--- config.mk ---
export PLATFORM = sky130hd
export DESIGN_NAME = vga_timing_gen
export DESIGN_NICKNAME = d
export VERILOG_FILES = /design/src/rtl/vga_timing_gen.sv
export SDC_FILE = /design/constraint.sdc
export NUM_CORES = 1
export LEC_CHECK = 0
export CORE_UTILIZATION = 43
export DETAILED_ROUTE_END_ITERATION = 8
export PLACE_DENSITY = 0.85
export SYNTH_ARGS = -nofsm -noshare
export SYNTH_HDL_FRONTEND = slang
export SYNTH_SLANG_ARGS = --single-unit
--- constraint.sdc ---
create_clock -name CLOCK_50 -period 1.7 [get_ports CLOCK_50]
set_input_delay 0.34 -clock CLOCK_50 [delete_from_list [all_inputs] [get_ports CLOCK_50]]
set_output_delay 0.34 -clock CLOCK_50 [all_outputs]
set_load 0.02 [all_outputs]
--- src/rtl/vga_timing_gen.sv ---
// vga_timing_gen: VGA raster timing, pixel-request interface and aligned colour output from a 50 MHz clock
module vga_timing_gen #(
    parameter int H_ACTIVE = 640,
    parameter int H_FP     = 16,
    parameter int H_SYNC   = 96,
    parameter int H_BP     = 48,
    parameter int V_ACTIVE = 480,
    parameter int V_FP     = 10,
    parameter int V_SYNC   = 2,
    parameter int V_BP     = 33
) (
    input  logic       CLOCK_50,
    input  logic       reset,
    input  logic [7:0] pix_r,
    input  logic [7:0] pix_g,
    input  logic [7:0] pix_b,
    output logic       pix_req,
    output logic [9:0] pix_x,
    output logic [9:0] pix_y,
    output logic       frame_start,
    output logic       VGA_CLK,
    output logic       VGA_HS,
    output logic       VGA_VS,
    output logic       VGA_BLANK_N,
    output logic       VGA_SYNC_N,
    output logic [7:0] VGA_R,
    output logic [7:0] VGA_G,
    output logic [7:0] VGA_B
);
    localparam logic [9:0] H_LAST = 10'(H_ACTIVE + H_FP + H_SYNC + H_BP - 1);
    localparam logic [9:0] V_LAST = 10'(V_ACTIVE + V_FP + V_SYNC + V_BP - 1);
    localparam logic [9:0] H_VIS  = 10'(H_ACTIVE);
    localparam logic [9:0] V_VIS  = 10'(V_ACTIVE);
    localparam logic [9:0] HS_BEG = 10'(H_ACTIVE + H_FP);
    localparam logic [9:0] HS_END = 10'(H_ACTIVE + H_FP + H_SYNC);
    localparam logic [9:0] VS_BEG = 10'(V_ACTIVE + V_FP);
    localparam logic [9:0] VS_END = 10'(V_ACTIVE + V_FP + V_SYNC);

    logic       pe;
    logic       hWrap;
    logic       vWrap;
    logic       active;
    logic       hsRaw;
    logic       vsRaw;
    logic [9:0] hCnt;
    logic [9:0] vCnt;
    logic [1:0] hsPipe;
    logic [1:0] vsPipe;
    logic [1:0] blankPipe;

    assign VGA_SYNC_N  = 1'b0;
    assign VGA_HS      = hsPipe[1];
    assign VGA_VS      = vsPipe[1];
    assign VGA_BLANK_N = blankPipe[1];

    // raster decode of the current counter position
    always_comb begin
        hWrap  = hCnt == H_LAST;
        vWrap  = vCnt == V_LAST;
        active = (hCnt < H_VIS) && (vCnt < V_VIS);
        hsRaw  = !((hCnt >= HS_BEG) && (hCnt < HS_END));
        vsRaw  = !((vCnt >= VS_BEG) && (vCnt < VS_END));
    end

    // half-rate pixel enable; VGA_CLK is high exactly in the pe cycle
    always_ff @(posedge CLOCK_50) begin
        if (reset) begin
            pe      <= 1'b0;
            VGA_CLK <= 1'b0;
        end else begin
            pe      <= ~pe;
            VGA_CLK <= ~VGA_CLK;
        end
    end

    // horizontal and vertical position counters advance once per pixel
    always_ff @(posedge CLOCK_50) begin
        if (reset) begin
            hCnt <= '0;
            vCnt <= '0;
        end else if (pe) begin
            hCnt <= hWrap ? '0 : hCnt + 10'd1;
            if (hWrap)
                vCnt <= vWrap ? '0 : vCnt + 10'd1;
        end
    end

    // request strobes are prepared in the idle cycle so they land registered on the pe cycle
    always_ff @(posedge CLOCK_50) begin
        if (reset) begin
            pix_req     <= 1'b0;
            frame_start <= 1'b0;
            pix_x       <= '0;
            pix_y       <= '0;
        end else begin
            pix_req     <= ~pe & active;
            frame_start <= ~pe & (hCnt == '0) & (vCnt == '0);
            if (~pe & active) begin
                pix_x <= hCnt;
                pix_y <= vCnt;
            end
        end
    end

    // two-pixel sync/blank delay matching the upstream colour latency; colour gated by blank
    always_ff @(posedge CLOCK_50) begin
        if (reset) begin
            hsPipe    <= 2'b11;
            vsPipe    <= 2'b11;
            blankPipe <= 2'b00;
            VGA_R     <= '0;
            VGA_G     <= '0;
            VGA_B     <= '0;
        end else if (pe) begin
            hsPipe    <= {hsPipe[0], hsRaw};
            vsPipe    <= {vsPipe[0], vsRaw};
            blankPipe <= {blankPipe[0], active};
            VGA_R     <= blankPipe[0] ? pix_r : 8'd0;
            VGA_G     <= blankPipe[0] ? pix_g : 8'd0;
            VGA_B     <= blankPipe[0] ? pix_b : 8'd0;
        end
    end
endmodule

==> results.yml <==
worst_setup_path:
  path_depth: 1
  crit_path_start_kind: "flip-flop"
  worstSetupStartpoint: "VGA_G[3]"
  rr_startpoint: "vCnt[1]"
  crit_buf_inv: 1
  crit_fanout: 2
  r2r_cells: 5
  critPathKind: "reg2out"
  r2r_end: "vCnt[6]"
  cp_top_family: "buffers and inverters"
  cp-end-kind: "output pin"
  path_cells: "clkdlybuf4s50_1"
  crit_slowest_cell: "clkdlybuf4s50_1"
  worst_path_largest_cell_delay_ns: 0.60
  critPathArrivalTime_ns: 1.31
  worstPathRequired_ns: 1.36
  crit_path_end: "VGA_G[3]"
  rrSetupSlack_ns: 0.08
floorplan:
  floorplan.core_area_um2: 6490
  dieArea_um2: 7220
  rows: 29
  boundaryPins: 77
  die_width_um: 85.0
  initial_utilization: 0.456
  dieHeight_um: 85.0
sta:
  worst_slack_ns: 0.0534
  skew_ns: 0.00744
  fmax_ghz: 0.607
  setup_viol: 0
  slew_viol_final: 0
  period_minus_slack_ns: 1.65
  fin_crit_sh: 0.969
  hold_viol: 0
clocking:
  path_clk_slew_ns: 0.09
  clock_latency_ns: 0.35
  cts_root_buffer: "clkbuf_8"
  clk_path_buf_depth: 2
  postCtsSetupBuffers: 0
  clkSinkCount: 74
  cts_made_buffers: 9
  cts_tree: "built"
  htree_levels: 3
synth:
  synth.avg_cell_area_um2: 10.0
  ys_top_cells_by_area: "dfxtp_1 50%, a22o_1 7.1%, mux2i_1 6.8%"
  yosys.area.top_type: "dfxtp_1"
  netlist_area_um2: 2960
  syn_inst: 295
  ys_warn_count: 0
  ys_ff_latch: 74
  synthesis.nets: 325
  yosys.area.top_type_share: 0.501
  ys_seq_area_frac: 0.501
  ys_types: 48
pwr:
  clockPowerShare: 0.405
  pwr-share-comb: 0.087
  p_sw_frac: 0.250
  seqPwrFrac: 0.508
  peakVddDrop_mv: 0.492
  p_int_mw: 2.64
  power_leakage_nw: 1.88
  power_density_nw_per_um2: 840
  power_switching_mw: 0.877
finish:
  n_antenna_cell: 0
  area_growth_pct: 41.3
  num-nets-final: 414
  fin_cells: 466
  layout-drive-gt1-share: 0.159
routing:
  antenna_left: 0
  routedWlPerCell_um: 14.8
  viasPerCell: 5.29
  vias: 2463
  dr.pass1.iters: 7
  drtIter0Drc: 201
  wl_mm: 6.88
  drc: 5
grt:
  grt_max_degree: 54
  globalRouteTotalUtil: 0.199
  overflow: 0
  antenna_found_initial: 0
  first_global_vias: 2357
  grt_pass1_wl_mm: 11.2
outcome:
  outcome: "complete, but fails checks"
  violations: "DRC"
placement:
  numPortBuffers: 75
  dp_hpwl_mm: 4.78
  gp_congestion: 0.821
  dpl.cell_count: 450
  dpl_worst_slack_ns: 0.00247
worst_hold_path:
  hold_path.class: "reg2reg"
run:
  maxCapViolCount: 0
-- what timing repair did --
item | in CTS | in global routing
endpoints found under the setup margin | 4 | 48
hold buffers | 0 | 0
gates resized for setup | 4 | 21
pin swaps | 0 | 1
-- kinds of logic after synthesis --
logic type               synth area share
AO/OA/AOI/OAI                       0.140
XOR/XNOR                           0.0266
adder cells (fa/ha/maj)            0.0169
buffers and inverters              0.0584
flip-flops                          0.501
multiplexers                       0.0677
other                             0.00127
AND/OR/NAND/NOR                     0.189
-- cells in the final DEF, fill, tap and decap left out, types with 2 or more instances in the layout --
master / instances
and4_1: 2
ha_1: 4
nor2_1: 32
xnor2_1: 5
and3_1: 3
nor3_1: 10
nor2b_1: 2
nor4_1: 5
clkbuf_8: 9
inv_6: 3
or3_1: 3
buf_12: 2
inv_1: 11
nand2b_1: 3
dlymetal6s2s_1: 14
dfxtp_2: 2
nor4b_4: 2
clkdlybuf4s50_1: 58
buf_4: 26
dlygate4sd2_1: 2
mux2i_1: 20
a22o_1: 24
nand2_1: 14
a211o_1: 2
nand4_1: 5
and2_1: 2
nand3_1: 7
dfxtp_1: 72
a21oi_1: 8
o32ai_1: 4
xor2_1: 4
or2_2: 2
-- flip-flops by register name, indices dropped and copies added (netlist names) --
register / flops
pix_y: 10
hsPipe: 2
frame_start: 1
vCnt: 10
VGA_B: 8
VGA_G: 8
hCnt: 10
pix_req: 1
pe: 1
VGA_CLK: 1
VGA_R: 8
pix_x: 10
blankPipe: 2
vsPipe: 2
-- per-stage QoR --
stage	TNS [ns]	power, mW	hold slack (ns)	util	area (µm²)
floorplan	0	1.98	0.440	-	2960
global placement	0	2.13	0.405	0.603	3910
detailed placement	0	2.13	0.410	0.603	3910
CTS	0	3.55	0.415	0.635	4130
global route	-0.000820	3.65	0.423	0.644	4180
finish	0	3.51	0.422	0.644	4180
-- worst min path at each step --
stage / start / to / slack, ns / cells past startpoint
2_1_floorplan: vsPipe[0] / vsPipe[1] / 0.44 / 1
3_3_place_gp: VGA_CLK / VGA_CLK / 0.41 / 1
3_5_place_dp: VGA_CLK / VGA_CLK / 0.41 / 1
4_1_cts: reset / VGA_CLK / 0.42 / 3
5_1_grt: reset / VGA_CLK / 0.42 / 3
6_report: VGA_CLK / VGA_CLK / 0.42 / 1
-- layout make-up --
type / instances / area (µm²)
Timing Repair Buffer: 103 / 1010
Clock inverter: 7 / 83.8
Tap cell: 77 / 96.3
Fill cell: 511 / 2310
Clock buffer: 9 / 124
Multi-Input combinational cell: 185 / 1340
Inverter: 11 / 41.3
Sequential cell: 74 / 1480
-- cell usage after synthesis (all sizes together) --
master  count
and4        3
a311oi      2
xnor2       5
buf        14
o21a        1
nand2      14
a211o       2
or3         3
a21o        1
o311ai      1
nor4        6
nand4       6
nand2b      3
a31oi       1
nand3       8
a21oi       9
nor2       32
nor3b       1
nor4b       3
or4         2
and3b       1
or2         2
nand4b      1
xor2        4
ha          4
a211oi      2
a22o       24
conb        1
o32ai       5
nor3       10
nor2b       2
inv        11
mux2i      20
and2        2
a41oi       1
and3        3
dfxtp      74
clkbuf     11
-- power groups by stage --
| stage | Clock (mW) | Sequential (mW) | Combinational (mW) |
|---|---|---|---|
| after floorplan | 0 | 1.86 | 0.120 |
| after global placement | 0 | 1.83 | 0.305 |
| after detailed placement | 0 | 1.83 | 0.307 |
| after CTS | 1.46 | 1.79 | 0.309 |
| after global routing | 1.54 | 1.79 | 0.328 |
| final | 1.42 | 1.79 | 0.306 |
-- worst register-to-register path, delay by kind of cell (launching register included) --
kind	cells	cell delay, ns
AND/OR/NAND/NOR	3	0.83
flip-flops	1	0.37
adder cells (fa/ha/maj)	1	0.20
AO/OA/AOI/OAI	1	0.13
-- per-layer routing --
layer | track usage | vias up | wire [µm]
met5 | 0 | - | 0
met4 | 0.103 | 0 | 161
met3 | 0.0574 | 13 | 296
met2 | 0.313 | 66 | 3380
met1 | 0.249 | 1156 | 3050
li1 | - | 1228 | -
(Power assumes the default switching activity.)
